## src/rtl/mem_writeback_pkg.sv

```systemverilog
`default_nettype none
// ============================================================================
// mem_writeback_pkg : memOp encodings and constants shared by decode/EX/MEM
// Revision: 1.0
// ============================================================================
package mem_writeback_pkg;

  localparam logic [3:0] MEMOP_NONE = 4'd0;
  localparam logic [3:0] MEMOP_LB   = 4'd1;
  localparam logic [3:0] MEMOP_LBU  = 4'd2;
  localparam logic [3:0] MEMOP_LH   = 4'd3;
  localparam logic [3:0] MEMOP_LHU  = 4'd4;
  localparam logic [3:0] MEMOP_LW   = 4'd5;
  localparam logic [3:0] MEMOP_SB   = 4'd6;
  localparam logic [3:0] MEMOP_SH   = 4'd7;
  localparam logic [3:0] MEMOP_SW   = 4'd8;

  localparam logic [4:0]  REG_ZERO  = 5'd0;
  localparam logic [31:0] ZERO_WORD = 32'd0;
  localparam logic        ENABLE    = 1'b1;
  localparam logic        DISABLE   = 1'b0;

  function automatic logic is_load(input logic [3:0] op);
    return (op >= MEMOP_LB) && (op <= MEMOP_LW);
  endfunction

  function automatic logic is_store(input logic [3:0] op);
    return (op >= MEMOP_SB) && (op <= MEMOP_SW);
  endfunction

  function automatic logic is_misaligned(input logic [3:0] op, input logic [1:0] off);
    logic r;
    r = 1'b0;
    case (op)
      MEMOP_LH, MEMOP_LHU, MEMOP_SH: r = off[0];
      MEMOP_LW, MEMOP_SW:            r = |off;
      default:                       r = 1'b0;
    endcase
    return r;
  endfunction

endpackage
`default_nettype wire

```

## src/rtl/mem_writeback_load_align.sv

```systemverilog
`default_nettype none
// ============================================================================
// load_align : selects the addressed byte/halfword lane and extends it
// Revision: 1.0
// ============================================================================
module load_align
  import mem_writeback_pkg::*;
#(
  parameter int WORD_W = 32
) (
  input  logic [3:0]        mem_op,
  input  logic [1:0]        offset,
  input  logic [WORD_W-1:0] rdata,
  output logic [WORD_W-1:0] result
);

  logic [7:0]  w_byte;
  logic [15:0] w_half;

  always_comb begin
    case (offset)
      2'd0:    w_byte = rdata[7:0];
      2'd1:    w_byte = rdata[15:8];
      2'd2:    w_byte = rdata[23:16];
      default: w_byte = rdata[31:24];
    endcase
  end

  assign w_half = offset[1] ? rdata[31:16] : rdata[15:0];

  always_comb begin
    case (mem_op)
      MEMOP_LB:  result = {{(WORD_W-8){w_byte[7]}}, w_byte};
      MEMOP_LBU: result = {{(WORD_W-8){1'b0}}, w_byte};
      MEMOP_LH:  result = {{(WORD_W-16){w_half[15]}}, w_half};
      MEMOP_LHU: result = {{(WORD_W-16){1'b0}}, w_half};
      default:   result = rdata;
    endcase
  end

endmodule
`default_nettype wire

```

## src/rtl/mem_writeback.sv

```systemverilog
`default_nettype none
// ============================================================================
// mem_writeback : MEM/WB stage - req/ack data-memory access, load extension,
//                 write-back register and MEM-stage forwarding
// Revision: 1.0
// ============================================================================
module mem_writeback
  import mem_writeback_pkg::*;
#(
  parameter int WORD_W = 32,
  parameter int REG_AW = 5
) (
  input  logic              clk,
  input  logic              rst,
  input  logic              in_valid,
  input  logic              in_writeEnable,
  input  logic [REG_AW-1:0] in_regDest,
  input  logic [WORD_W-1:0] in_result,
  input  logic [3:0]        in_memOp,
  input  logic [WORD_W-1:0] in_storeData,
  output logic              mem_req,
  output logic              mem_we,
  output logic [WORD_W-1:0] mem_addr,
  output logic [3:0]        mem_be,
  output logic [WORD_W-1:0] mem_wdata,
  input  logic              mem_ack,
  input  logic [WORD_W-1:0] mem_rdata,
  output logic              stall,
  output logic              misalign,
  output logic [REG_AW-1:0] fwd_dest,
  output logic [WORD_W-1:0] fwd_result,
  output logic              wb_writeEnable,
  output logic [REG_AW-1:0] wb_regDest,
  output logic [WORD_W-1:0] wb_result
);

  localparam logic [0:0] ST_IDLE = 1'b0;
  localparam logic [0:0] ST_BUSY = 1'b1;

  logic [0:0]        r_state;
  logic [0:0]        w_state_nxt;
  logic              w_is_load;
  logic              w_is_mem;
  logic              w_misal;
  logic              w_start;
  logic              w_done;
  logic [3:0]        w_be;
  logic [WORD_W-1:0] w_wdata;
  logic [WORD_W-1:0] w_load_data;

  assign w_is_load = is_load(in_memOp);
  assign w_is_mem  = w_is_load | is_store(in_memOp);
  assign w_misal   = is_misaligned(in_memOp, in_result[1:0]);

  load_align #(.WORD_W(WORD_W)) u_load_align (
    .mem_op (in_memOp),
    .offset (in_result[1:0]),
    .rdata  (mem_rdata),
    .result (w_load_data)
  );

  always_ff @(posedge clk) begin
    if (rst) r_state <= ST_IDLE;
    else     r_state <= w_state_nxt;
  end

  always_comb begin
    w_state_nxt = r_state;
    case (r_state)
      ST_IDLE: if (w_start) w_state_nxt = ST_BUSY;
      default: if (mem_ack) w_state_nxt = ST_IDLE;
    endcase
  end

  always_comb begin
    stall    = 1'b0;
    misalign = 1'b0;
    w_start  = 1'b0;
    w_done   = 1'b0;
    case (r_state)
      ST_IDLE: begin
        if (in_valid && w_is_mem) begin
          if (w_misal) begin
            misalign = 1'b1;
          end else begin
            w_start = 1'b1;
            stall   = 1'b1;
          end
        end
      end
      default: begin
        stall  = ~mem_ack;
        w_done = mem_ack;
      end
    endcase
  end

  // Lane placement for stores; loads request the whole word
  always_comb begin
    w_be    = 4'b1111;
    w_wdata = in_storeData;
    case (in_memOp)
      MEMOP_SB: begin
        w_be    = 4'b0001 << in_result[1:0];
        w_wdata = {(WORD_W/8){in_storeData[7:0]}};
      end
      MEMOP_SH: begin
        w_be    = in_result[1] ? 4'b1100 : 4'b0011;
        w_wdata = {(WORD_W/16){in_storeData[15:0]}};
      end
      default: ;
    endcase
  end

  always_ff @(posedge clk) begin
    if (rst) begin
      mem_req        <= 1'b0;
      mem_we         <= 1'b0;
      mem_addr       <= ZERO_WORD;
      mem_be         <= 4'b0000;
      mem_wdata      <= ZERO_WORD;
      wb_writeEnable <= DISABLE;
      wb_regDest     <= REG_ZERO;
      wb_result      <= ZERO_WORD;
    end else begin
      if (w_start) begin
        mem_req   <= 1'b1;
        mem_we    <= ~w_is_load;
        mem_addr  <= {in_result[WORD_W-1:2], 2'b00};
        mem_be    <= w_be;
        mem_wdata <= w_wdata;
      end else if (w_done) begin
        mem_req <= 1'b0;
      end

      wb_writeEnable <= DISABLE;
      wb_regDest     <= REG_ZERO;
      wb_result      <= ZERO_WORD;
      if (w_done && w_is_load) begin
        wb_writeEnable <= ENABLE;
        wb_regDest     <= in_regDest;
        wb_result      <= w_load_data;
      end else if ((r_state == ST_IDLE) && in_valid && !w_is_mem) begin
        wb_writeEnable <= in_writeEnable;
        wb_regDest     <= in_regDest;
        wb_result      <= in_result;
      end
    end
  end

  // Loads forward only in their ack cycle, when the data actually exists
  always_comb begin
    fwd_dest   = REG_ZERO;
    fwd_result = ZERO_WORD;
    if (w_done && w_is_load) begin
      fwd_dest   = in_regDest;
      fwd_result = w_load_data;
    end else if (in_valid && in_writeEnable && !w_is_load) begin
      fwd_dest   = in_regDest;
      fwd_result = in_result;
    end
  end

endmodule
`default_nettype wire

```

## config.mk

```make
export PLATFORM = sky130hd
export DESIGN_NAME = mem_writeback
export DESIGN_NICKNAME = d
export VERILOG_FILES = /design/src/rtl/mem_writeback_pkg.sv /design/src/rtl/mem_writeback_load_align.sv /design/src/rtl/mem_writeback.sv
export SDC_FILE = /design/constraint.sdc
export NUM_CORES = 1
export LEC_CHECK = 0
export CORE_MARGIN = 10
export CORE_UTILIZATION = 39
export CTS_BUF_LIST = sky130_fd_sc_hd__clkbuf_16
export DETAILED_ROUTE_END_ITERATION = 16
export GPL_TIMING_DRIVEN = 0
export MAX_ROUTING_LAYER = met4
export PLACE_DENSITY = 0.78
export SKIP_LAST_GASP = 1
export SLEW_MARGIN = 20
export SYNTH_ARGS = -nofsm -noshare
export SYNTH_HDL_FRONTEND = slang
export SYNTH_HIERARCHICAL = 1
export SYNTH_SLANG_ARGS = --single-unit
```

## constraint.sdc

```tcl
create_clock -name clk -period 1.65 [get_ports clk]
set_clock_uncertainty 0.05 [all_clocks]
set_input_delay 0.165 -clock clk [delete_from_list [all_inputs] [get_ports clk]]
set_output_delay 0.165 -clock clk [all_outputs]
set_load 0.02 [all_outputs]
```

-- Word level (Yosys, flattened, before mapping)
Cells that the tools add are included.
W data, S select, Z words.
- output and inout bits: 147
- bits in registers: 107
- memory bits (writable): 0
- bits in latches: 0
- memory bits (read-only): 0
- input bits: 110
- memories kept: 0
- bitwise gates (word level): 4
- muxes and demuxes: 30
- equal/unequal tests: 10
- shift operators: 1
- multiply operators: 0
- div/mod/pow operators: 0
- reduce and logical (&&, ||, !) cells: 15
- magnitude comparators: 4
- add/sub/neg operators: 0
- operator list (cell ; number):
    $mux W32 ; 4
    $pmux W32 S4 ; 1
    $pmux W32 S2 ; 1
    $pmux W8 S3 ; 1
    $mux W5 ; 4
    $eq A4 B3 Y1 const B ; 4
    $mux W16 ; 1
    $mux W1 ; 15
    $eq A4 B2 Y1 const B ; 2
    $logic_and A1 B1 Y1 ; 8
    $pmux W4 S2 ; 1
    $eq A4 B1 Y1 const B ; 1
    $eq A4 B4 Y1 const B ; 1
    $ge A4 B1 Y1 const B ; 1
    $ge A4 B3 Y1 const B ; 1
    $le A4 B3 Y1 const B ; 1
    $le A4 B4 Y1 const B ; 1
    $mux W4 ; 1
    $reduce_or A2 Y1 ; 2
    $shl A1 B2 Y4 const A ; 1
    $not A1 Y1 ; 3
    $reduce_or A3 Y1 ; 1
    $eq A2 B1 Y1 const B ; 1
    $eq A2 B2 Y1 const B ; 1
    5 further kinds ; 6

-- Longest topological paths before layout
Gate-level depths: netlist of run 1.
- word-level depth: 8
- depth in mapped cells: 8
- depth with buffers taken out: 5

-- Cells and area by module
Netlist of run 1, hierarchy kept.
- modules (own cells, without submodules) (module ; area each (um^2) ; cells an instance ; seq. area each (um^2) ; times used):
    mem_writeback ; 4823.4 ; 529 ; 2142.1 ; 1
    load_align ; 1021.0 ; 120 ; 0.0 ; 1

-- Worst setup path before layout of run 1
OpenSTA, ideal clock, no wires.
- path kind: input to output
- start point: in in_memOp[0]
- end point: out misalign
- buffers on the path: 4
- cell stages on the path: 7
- data required time: 1.435 ns
- data arrival time: 1.689 ns
- setup slack: -0.254 ns
- cells stage by stage: buf_2 or4b_4 o32a_1 buf_2 buf_6 buf_6 a21oi_2
- word-level cells in the longest chain between the ends: 6
- elaborated cells between the ends (all ways): 19
- RTL lines (what ; RTL line ; text):
    start: declaration ; mem_writeback.sv:19 ; input logic [3:0] in_memOp,
    $eq A4 B3 Y1, or another cell as far along ; mem_writeback_pkg.sv:34 ; case (op)
    $reduce_or A3 Y1, or another cell as far along ; mem_writeback_pkg.sv:34 ;
    $pmux W1 S2 or $or A1 B1 Y1 (tied branches) ; mem_writeback_pkg.sv:34, mem_writeback.sv:52 ;
    $mux W1 or $logic_and A1 B1 Y1 (tied branches) ; mem_writeback.sv:83, mem_writeback.sv:82 ;
    $mux W1 * ; mem_writeback.sv:82 ; if (in_valid && w_is_mem) begin
    $mux W1 * ; mem_writeback.sv:80 ; case (r_state)
    end: declaration ; mem_writeback.sv:29 ; output logic misalign,
Every way passes the cells marked *; elsewhere a longest branch is shown, timed or not.

-- Worst setup path after layout of run 1
- start point: in in_result[0]
- end point: out fwd_result[16]
- word-level cells in the longest chain between the ends: 4
- elaborated cells between the ends (all ways): 6
- RTL lines (what ; RTL line ; text):
    start: declaration ; mem_writeback.sv:18 ; input logic [WORD_W-1:0] in_result,
    $eq A2 B2 Y1, or another cell as far along ; mem_writeback_load_align.sv:21 ; case (offset)
    $pmux W8 S3 * ; mem_writeback_load_align.sv:21 ;
    $pmux W32 S4 * ; mem_writeback_load_align.sv:32 ; case (mem_op)
    named net w_load_data[16] ; mem_writeback.sv:49 ; logic [WORD_W-1:0] w_load_data;
    $mux W32 * ; mem_writeback.sv:155 ; if (w_done && w_is_load) begin
    end: declaration ; mem_writeback.sv:31 ; output logic [WORD_W-1:0] fwd_result,
The timed path passes the listed nets; every way through them passes the cells marked *.

==> results of run 1 <==
==> cells by family after synthesis <==
kind of cell,Yosys count,synth area share
muxes,26,0.0698
AOI/OAI and AO/OA,275,0.334
other,1,0.000642
xor gates and xnor gates,1,0.00150
and+or+nand+nor,150,0.144
buffers and inverters,89,0.0835
DFF,107,0.367
==> power breakdown <==
part	leakage, nW	internal, W	switching [W]	total, W
clock network	0.144	0.00116	0.000990	0.00215
registers	0.874	0.00273	0.0000718	0.00280
logic	3.25	0.00136	0.00141	0.00278
total	4.27	0.00525	0.00248	0.00773
==> path summary, 6_finish.rpt <==
| kind | start | to | slack [ps] |
|---|---|---|---|
| max | in_result[0] | fwd_result[16] | -460 |
| min | in_result[1] | mem_be[3] | 100 |
| max reg2reg | r_state | mem_wdata[0] | -20 |
| min reg2reg | mem_addr[7] | mem_addr[7] | 420 |
==> layer usage <==
| layer | part of all wire | up-vias |
|---|---|---|
| met5 | 0 | - |
| met4 | 0.048 | 0 |
| met3 | 0.086 | 115 |
| met2 | 0.48 | 509 |
| met1 | 0.39 | 3477 |
| li1 | - | 3181 |
==> Yosys cell counts, types with 2 or more instances <==
| cell | count |
|---|---|
| dfxtp_1 | 107 |
| a21oi_1 | 73 |
| nand3_1 | 45 |
| a22oi_1 | 40 |
| nor2_1 | 36 |
| a22o_1 | 32 |
| o21ai_0 | 32 |
| buf_2 | 30 |
| clkbuf_1 | 25 |
| nand2_1 | 22 |
| a311oi_1 | 18 |
| o2bb2ai_1 | 16 |
| o211ai_1 | 15 |
| buf_6 | 13 |
| a31oi_1 | 12 |
| inv_1 | 11 |
| nand3_2 | 11 |
| mux2i_1 | 10 |
| o21ai_1 | 10 |
| nor2b_1 | 9 |
| a211oi_2 | 8 |
| mux2_2 | 7 |
| mux4_1 | 7 |
| o311ai_0 | 7 |
| and2_1 | 5 |
| buf_4 | 4 |
| and3b_1 | 3 |
| buf_1 | 3 |
| clkbuf_2 | 3 |
| nand2b_1 | 3 |
| a311oi_2 | 2 |
| o221ai_1 | 2 |
| or3_1 | 2 |
==> worst reg2reg max path: cells and delay by family, from the launching register on <==
kind                   cells  cell delay, ps
DFF                        1             340
and+or+nand+nor            3             480
AOI/OAI and AO/OA          1             170
buffers and inverters      4             570
==> cell type report <==
class                   instances  share of cell area
clock buffers                   9              0.0200
multi-input cells             454               0.383
flip-flops and latches        107               0.191
clock inverters                 7             0.00523
inverters                      11             0.00367
repair buffers                343               0.308
plain buffers                  73              0.0681
diodes                          5             0.00111
well taps                     184              0.0205
==> repair_timing <==
action                     in CTS  in global routing
resized for setup             444                133
setup endpoints to repair     146                131
cloned                          7                  6
setup buffers                  43                 34
pin swaps                      26                 35
==> registers in the layout (all words and copies together) (netlist names) <==
| signal | cells |
|---|---|
| r_state | 1 |
| mem_req | 1 |
| mem_be | 4 |
| mem_wdata | 32 |
| mem_addr | 30 |
| wb_regDest | 5 |
| wb_writeEnable | 1 |
| mem_we | 1 |
| wb_result | 32 |
==> through the flow <==
stage	total power, W	worst slack [ps]	area [µm²]	setup TNS [ps]	std cells
2_1_floorplan	0.00399	-166	6320	-5120	650
3_3_place_gp	0.00494	-1680	9090	-144580	1087
3_5_place_dp	0.00496	-1700	9090	-147690	1087
4_1_cts	0.00740	-358	10400	-10930	1150
5_1_grt	0.00797	-472	11200	-16020	1193
6_report	0.00773	-463	11200	-13830	1193
==> out/summary.json, run 1 <==
{
  "detailroute.via_count": {"value": 7282},
  "violated_checks": {"value": "negative setup slack"},
  "clock_sinks": {"value": 107},
  "clock_path_buffers": {"value": 2},
  "synth_enable_flop_cells": {"value": 0},
  "fmaxAchievable": {"value": 473, "unit": "MHz"},
  "fillerInstances": {"value": 912},
  "grt_start_max_net_pins": {"value": 20},
  "design.core.area": {"value": 14600, "unit": "µm²"},
  "clkLatencyLatePin": {"value": 350, "unit": "ps"},
  "fp-row-count": {"value": 44},
  "p_leak": {"value": 4.27, "unit": "nW"},
  "finish.net_count": {"value": 1109},
  "drv_slew": {"value": 0},
  "fraction_of_the_cycle_the_final_worst_path_needs": {"value": 1.28},
  "remaining_drc_errors": {"value": 0},
  "path_clk_slew": {"value": 70, "unit": "ps"},
  "wire_per_inst": {"value": 24.9, "unit": "µm"},
  "critical-path-top-delay-family": {"value": "multiplexers"},
  "cts-root-buf": {"value": "clkbuf_16"},
  "hold-worst-slack": {"value": 105, "unit": "ps"},
  "fin_util": {"value": 0.771},
  "clock_tree_from_tritoncts": {"value": "built"},
  "routed_wire_length": {"value": 29700, "unit": "µm"},
  "register_area": {"value": 2140, "unit": "µm²"},
  "drt_iter0_drc": {"value": 689},
  "worstSetupStartpointType": {"value": "primary input"},
  "period_needed": {"value": 2110, "unit": "ps"},
  "final_layout_size_suffix_gt1_frac": {"value": 0.394},
  "grt_pass1_vias": {"value": 6934},
  "synth_largest_type_area_fraction": {"value": 0.367},
  "cts_buffers": {"value": 9},
  "global_placer_s_final_weighted_congestion": {"value": 0.968},
  "grt_first_pass_wirelength": {"value": 41300, "unit": "µm"},
  "timing.max_slew.rel_slack": {"value": 0.513},
  "worstSetupPathDepth": {"value": 9},
  "drt-vias-per-instance": {"value": 6.10},
  "die_w": {"value": 142, "unit": "µm"},
  "footprint_of_the_multi_input_gates": {"value": 4310, "unit": "µm²"},
  "setup_repair_after_global_routing_missed_its_margin": {"value": "true"},
  "gr-usage-all-layers": {"value": 0.264},
  "final_worst_setup_slack": {"value": -463, "unit": "ps"},
  "worstSetupPathType": {"value": "primary input to output port"},
  "hold-path-cell-count": {"value": 3},
  "critical_path_buf_inv_count": {"value": 5},
  "critical_path.max_stage_delay": {"value": 600, "unit": "ps"},
  "synthArstFlopShare": {"value": 0},
  "required": {"value": 1430, "unit": "ps"},
  "crit_path_top_delay_cell": {"value": "mux4_2"},
  "htree_levels": {"value": 3},
  "synth-seq-cells": {"value": 107},
  "ctsHoldBuffers": {"value": 0},
  "setup_viol": {"value": 66},
  "syn-mean-instance-area": {"value": 9.01, "unit": "µm²"},
  "critPathArrivalTime": {"value": 1900, "unit": "ps"},
  "worst-slew-pin-transition": {"value": 731, "unit": "ps"},
  "run_status": {"value": "complete, but fails checks"},
  "yosys.area.top_type": {"value": "dfxtp_1"},
  "place.port_buffers": {"value": 253},
  "synth.yosys.warnings": {"value": 6},
  "die-area": {"value": 20300, "unit": "µm²"},
  "starting_density_of_the_core": {"value": 0.401},
  "min_path_type": {"value": "primary input to register"},
  "flow.area_growth_from_synthesis": {"value": 92.5, "unit": "%"},
  "top_level_ports": {"value": 257},
  "die_h": {"value": 142, "unit": "µm"},
  "grt.met3_usage": {"value": 0.0604},
  "final-hold-violation-count": {"value": 0},
  "layout.cells.most_common": {"value": "clkdlybuf4s50_1"},
  "cellPowerDensity": {"value": 687, "unit": "nW/µm²"},
  "yosys-top-cells-area": {"value": "dfxtp_1 37%, a21oi_1 6.3%, a22oi_1 5.1%, a22o_1 4.8%, nand3_1 3.9%"},
  "worstPathMaxFanout": {"value": 6},
  "synth-main-ff-cell": {"value": "dfxtp_1"},
  "synth.cell_area": {"value": 5840, "unit": "µm²"},
  "reg2regPathDepth": {"value": 8},
  "grt-busiest-layer": {"value": "met2"},
  "ys_types": {"value": 59},
  "worst_setup_path_end_kind": {"value": "output port"},
  "antenna_violating_nets_left": {"value": 0},
  "post-dp-hpwl": {"value": 19800, "unit": "µm"},
  "first_pass_iters": {"value": 5},
  "max_cap_violations": {"value": 0},
  "antenna_violations_before_repair": {"value": 4},
  "synthCells": {"value": 649},
  "worstPathCellList": {"value": "buf_12, buf_8, mux4_2, mux2i_4, buf_12, buf_8, o2bb2ai_2, a22o_4, buf_6"},
  "global_route_track_usage_on_met1": {"value": 0.319},
  "layout.cells.most_common_list": {"value": "177 x clkdlybuf4s50_1, 106 x dfxtp_1, 71 x buf_4"},
  "ys_seq_area_frac": {"value": 0.367},
  "grt.overflow.total": {"value": 0},
  "ir_worst_vdd": {"value": 476, "unit": "µV"},
  "grt_use_met2": {"value": 0.416}
}
Note: power is estimated with default switching activity, not from simulation.
==> inputs of run 2 (changes only) <==
SLEW_MARGIN = 10   (was 20)
==> results of run 2 <==
Same layout as run 1: the final DEF is identical, and so are final timing and power.
==> inputs of run 3 (changes only) <==
CORE_ASPECT_RATIO = 1.75   (was unset)
==> run 3 against run 2 <==
Against the previous run:
- the run still ends with negative setup slack left
- setup slack better by 64 ps
- non-clock buffer count down 29
- sequential power about the same
- combinational power down 5%
- count of clock-buffer cells in the layout unchanged
- first-iteration DRC count down 36%
- routed wire length down 3.4%
- critical path depth down 2
- via count down 4.1%
- highest routed layer unchanged
==> out/summary.json, run 3 (synthesized netlist as in run 1, its figures left out) <==
{
  "critical_path.max_stage_delay": {"value": 540, "unit": "ps", "change": "was 600 ps"},
  "final_worst_setup_slack": {"value": -399, "unit": "ps", "change": "was -463 ps"},
  "pwr-share-seq": {"value": 0.369, "change": "was 0.362"},
  "critical_path_buf_inv_count": {"value": 3, "change": "was 5"},
  "path_clk_slew": {"value": 70, "unit": "ps", "change": "about the same"},
  "setup_tns": {"value": -11780, "unit": "ps", "change": "was -13830 ps"},
  "gr-usage-all-layers": {"value": 0.267, "change": "was 0.264"},
  "antenna_violations_before_repair": {"value": 0, "change": "was 4"},
  "worst_setup_path_end_kind": {"value": "output port", "change": "unchanged"},
  "critPathArrivalTime": {"value": 1830, "unit": "ps", "change": "was 1900 ps"},
  "cts_buffers": {"value": 9, "change": "unchanged"},
  "htree_levels": {"value": 3, "change": "unchanged"},
  "total_switching_power": {"value": 0.00243, "unit": "W", "change": "was 0.00248 W"},
  "worstPathCellList": {"value": "clkdlybuf4s15_1, mux4_2, mux2i_4, buf_6, o2bb2ai_2, a22o_4, buf_4", "change": "was buf_12, buf_8, mux4_2, mux2i_4, buf_12, buf_8, o2bb2ai_2, a22o_4, buf_6"},
  "setup_repair_after_global_routing_missed_its_margin": {"value": "true", "change": "unchanged"},
  "min_path_type": {"value": "primary input to register", "change": "unchanged"},
  "die-area": {"value": 20500, "unit": "µm²", "change": "was 20300 µm²"},
  "grt_use_met2": {"value": 0.475, "change": "was 0.416"},
  "clock_path_buffers": {"value": 2, "change": "unchanged"},
  "first_pass_iters": {"value": 5, "change": "unchanged"},
  "p_leak": {"value": 4.07, "unit": "nW", "change": "was 4.27 nW"},
  "worstSetupStartpointType": {"value": "primary input", "change": "unchanged"},
  "largest_registers": {"value": "mem_wdata (32), wb_result (32), mem_addr (30)", "change": "unchanged"},
  "final_layout_size_suffix_gt1_frac": {"value": 0.363, "change": "was 0.394"},
  "worstSetupPathType": {"value": "primary input to output port", "change": "unchanged"},
  "comb_power_share": {"value": 0.346, "change": "was 0.360"},
  "setup_viol": {"value": 40, "change": "was 66"},
  "worstPathMaxFanout": {"value": 4, "change": "was 6"},
  "layout.cells.most_common": {"value": "clkdlybuf4s50_1", "change": "unchanged"},
  "share_clk_of_total_power": {"value": 0.285, "change": "was 0.278"},
  "crit_path_top_delay_cell": {"value": "mux4_2", "change": "unchanged"},
  "flow.area_growth_from_synthesis": {"value": 84.7, "unit": "%", "change": "was 92.5%"},
  "die_w": {"value": 113, "unit": "µm", "change": "was 142 µm"},
  "design.core.area": {"value": 14800, "unit": "µm²", "change": "was 14600 µm²"},
  "grt_pass1_vias": {"value": 7132, "change": "was 6934"},
  "antenna_violating_nets_left": {"value": 0, "change": "unchanged"},
  "top_level_ports": {"value": 257, "change": "unchanged"},
  "wire_per_inst": {"value": 24.8, "unit": "µm", "change": "was 24.9 µm"},
  "finish.net_count": {"value": 1080, "change": "was 1109"},
  "max_cap_violations": {"value": 0, "change": "unchanged"},
  "grt.met3_usage": {"value": 0.0479, "change": "was 0.0604"},
  "fin_util": {"value": 0.731, "change": "was 0.771"},
  "ir_worst_vdd": {"value": 564, "unit": "µV", "change": "was 476 µV"},
  "required": {"value": 1430, "unit": "ps", "change": "about the same"},
  "clock_sinks": {"value": 107, "change": "unchanged"},
  "switching_share": {"value": 0.320, "change": "was 0.321"},
  "layout.cells.most_common_list": {"value": "181 x clkdlybuf4s50_1, 106 x dfxtp_1, 65 x buf_4", "change": "was 177 x clkdlybuf4s50_1, 106 x dfxtp_1, 71 x buf_4"},
  "global_route_track_usage_on_met1": {"value": 0.260, "change": "was 0.319"},
  "fin_total_pwr": {"value": 0.00759, "unit": "W", "change": "was 0.00773 W"},
  "fraction_of_the_cycle_the_final_worst_path_needs": {"value": 1.24, "change": "was 1.28"},
  "cellPowerDensity": {"value": 703, "unit": "nW/µm²", "change": "was 687 nW/µm²"},
  "clkLatencyLatePin": {"value": 350, "unit": "ps", "change": "about the same"},
  "detailroute.via_count": {"value": 6987, "change": "was 7282"},
  "cellInternalPower": {"value": 0.00516, "unit": "W", "change": "was 0.00525 W"},
  "grt-busiest-layer": {"value": "met2", "change": "unchanged"},
  "critical-path-top-delay-family": {"value": "multiplexers", "change": "unchanged"},
  "clock_tree_from_tritoncts": {"value": "built", "change": "unchanged"},
  "place.port_buffers": {"value": 253, "change": "unchanged"},
  "n_antenna_cell": {"value": 0, "change": "was 5"},
  "grt_start_max_net_pins": {"value": 20, "change": "unchanged"},
  "timing.max_slew.rel_slack": {"value": 0.567, "change": "was 0.513"},
  "grt.overflow.total": {"value": 0, "change": "unchanged"},
  "drt-vias-per-instance": {"value": 6.04, "change": "was 6.10"},
  "grt_first_pass_wirelength": {"value": 42500, "unit": "µm", "change": "was 41300 µm"},
  "final-hold-violation-count": {"value": 0, "change": "unchanged"},
  "period_needed": {"value": 2050, "unit": "ps", "change": "was 2110 ps"},
  "die_h": {"value": 182, "unit": "µm", "change": "was 142 µm"},
  "global_placer_s_final_weighted_congestion": {"value": 0.979, "change": "was 0.968"},
  "worst-slew-pin-transition": {"value": 650, "unit": "ps", "change": "was 731 ps"},
  "hold-worst-slack": {"value": 79.2, "unit": "ps", "change": "was 105 ps"},
  "remaining_drc_errors": {"value": 0, "change": "unchanged"},
  "fillerInstances": {"value": 1087, "change": "was 912"},
  "place_ws": {"value": -1850, "unit": "ps", "change": "was -1700 ps"},
  "post-dp-hpwl": {"value": 21000, "unit": "µm", "change": "was 19800 µm"},
  "violated_checks": {"value": "negative setup slack", "change": "unchanged"},
  "run_status": {"value": "complete, but fails checks", "change": "unchanged"},
  "drv_slew": {"value": 0, "change": "unchanged"},
  "drt_iter0_drc": {"value": 438, "change": "was 689"},
  "routed_wire_length": {"value": 28700, "unit": "µm", "change": "was 29700 µm"},
  "fp-row-count": {"value": 59, "change": "was 44"},
  "fmaxAchievable": {"value": 488, "unit": "MHz", "change": "was 473 MHz"},
  "starting_density_of_the_core": {"value": 0.396, "change": "was 0.401"},
  "cts-root-buf": {"value": "clkbuf_16", "change": "unchanged"}
}
[run 3: path summary, 6_finish.rpt]
check | cells past startpoint | from | endpoint | slack (ps)
max | 7 | mem_rdata[15] | fwd_result[21] | -400
min | 3 | in_result[1] | wb_result[1] | 80
min reg2reg | 2 | mem_addr[14] | mem_addr[14] | 420
max reg2reg | 6 | r_state | mem_addr[20] | 60
[run 3: layer usage]
layer / vias to the layer above / wire (µm)
met3: 122 / 1560
met2: 368 / 15200
met1: 3369 / 9810
met4: 0 / 2180
li1: 3128 / -
met5: - / 0
[run 3: cell type report]
class	instances	area (µm²)	share of cell area
inverters	11	41.3	0.00383
plain buffers	71	708	0.0656
multi-input cells	454	4220	0.391
clock inverters	6	58.8	0.00545
clock buffers	9	225	0.0209
flip-flops and latches	107	2140	0.199
well taps	183	229	0.0212
repair buffers	316	3170	0.294
[run 3: worst min-delay path, stage by stage]
cell	delay, ps
buf_6	120
a22oi_1	80
nor2_1	80
[run 3: power groups by stage]
| stage | combinational [W] | sequential (W) | clock [W] |
|---|---|---|---|
| after global routing | 0.00275 | 0.00281 | 0.00227 |
| after CTS | 0.00243 | 0.00279 | 0.00219 |
| after detailed placement | 0.00213 | 0.00285 | 0 |
| final | 0.00263 | 0.00280 | 0.00216 |
| after global placement | 0.00211 | 0.00285 | 0 |
| after floorplan | 0.000965 | 0.00302 | 0 |
[run 3: repair_timing]
action	CTS	global route
pin swaps	28	39
setup endpoints to repair	146	126
buffers inserted	36	23
cloned	3	1
hold buffers	0	0
resized for setup	427	86
[run 3: per-stage QoR]
step,instance area (µm²),cells
3_5_place_dp,9080,1086
4_1_cts,10300,1136
5_1_grt,10800,1157
2_1_floorplan,6320,650
6_report,10800,1157
3_3_place_gp,9080,1086
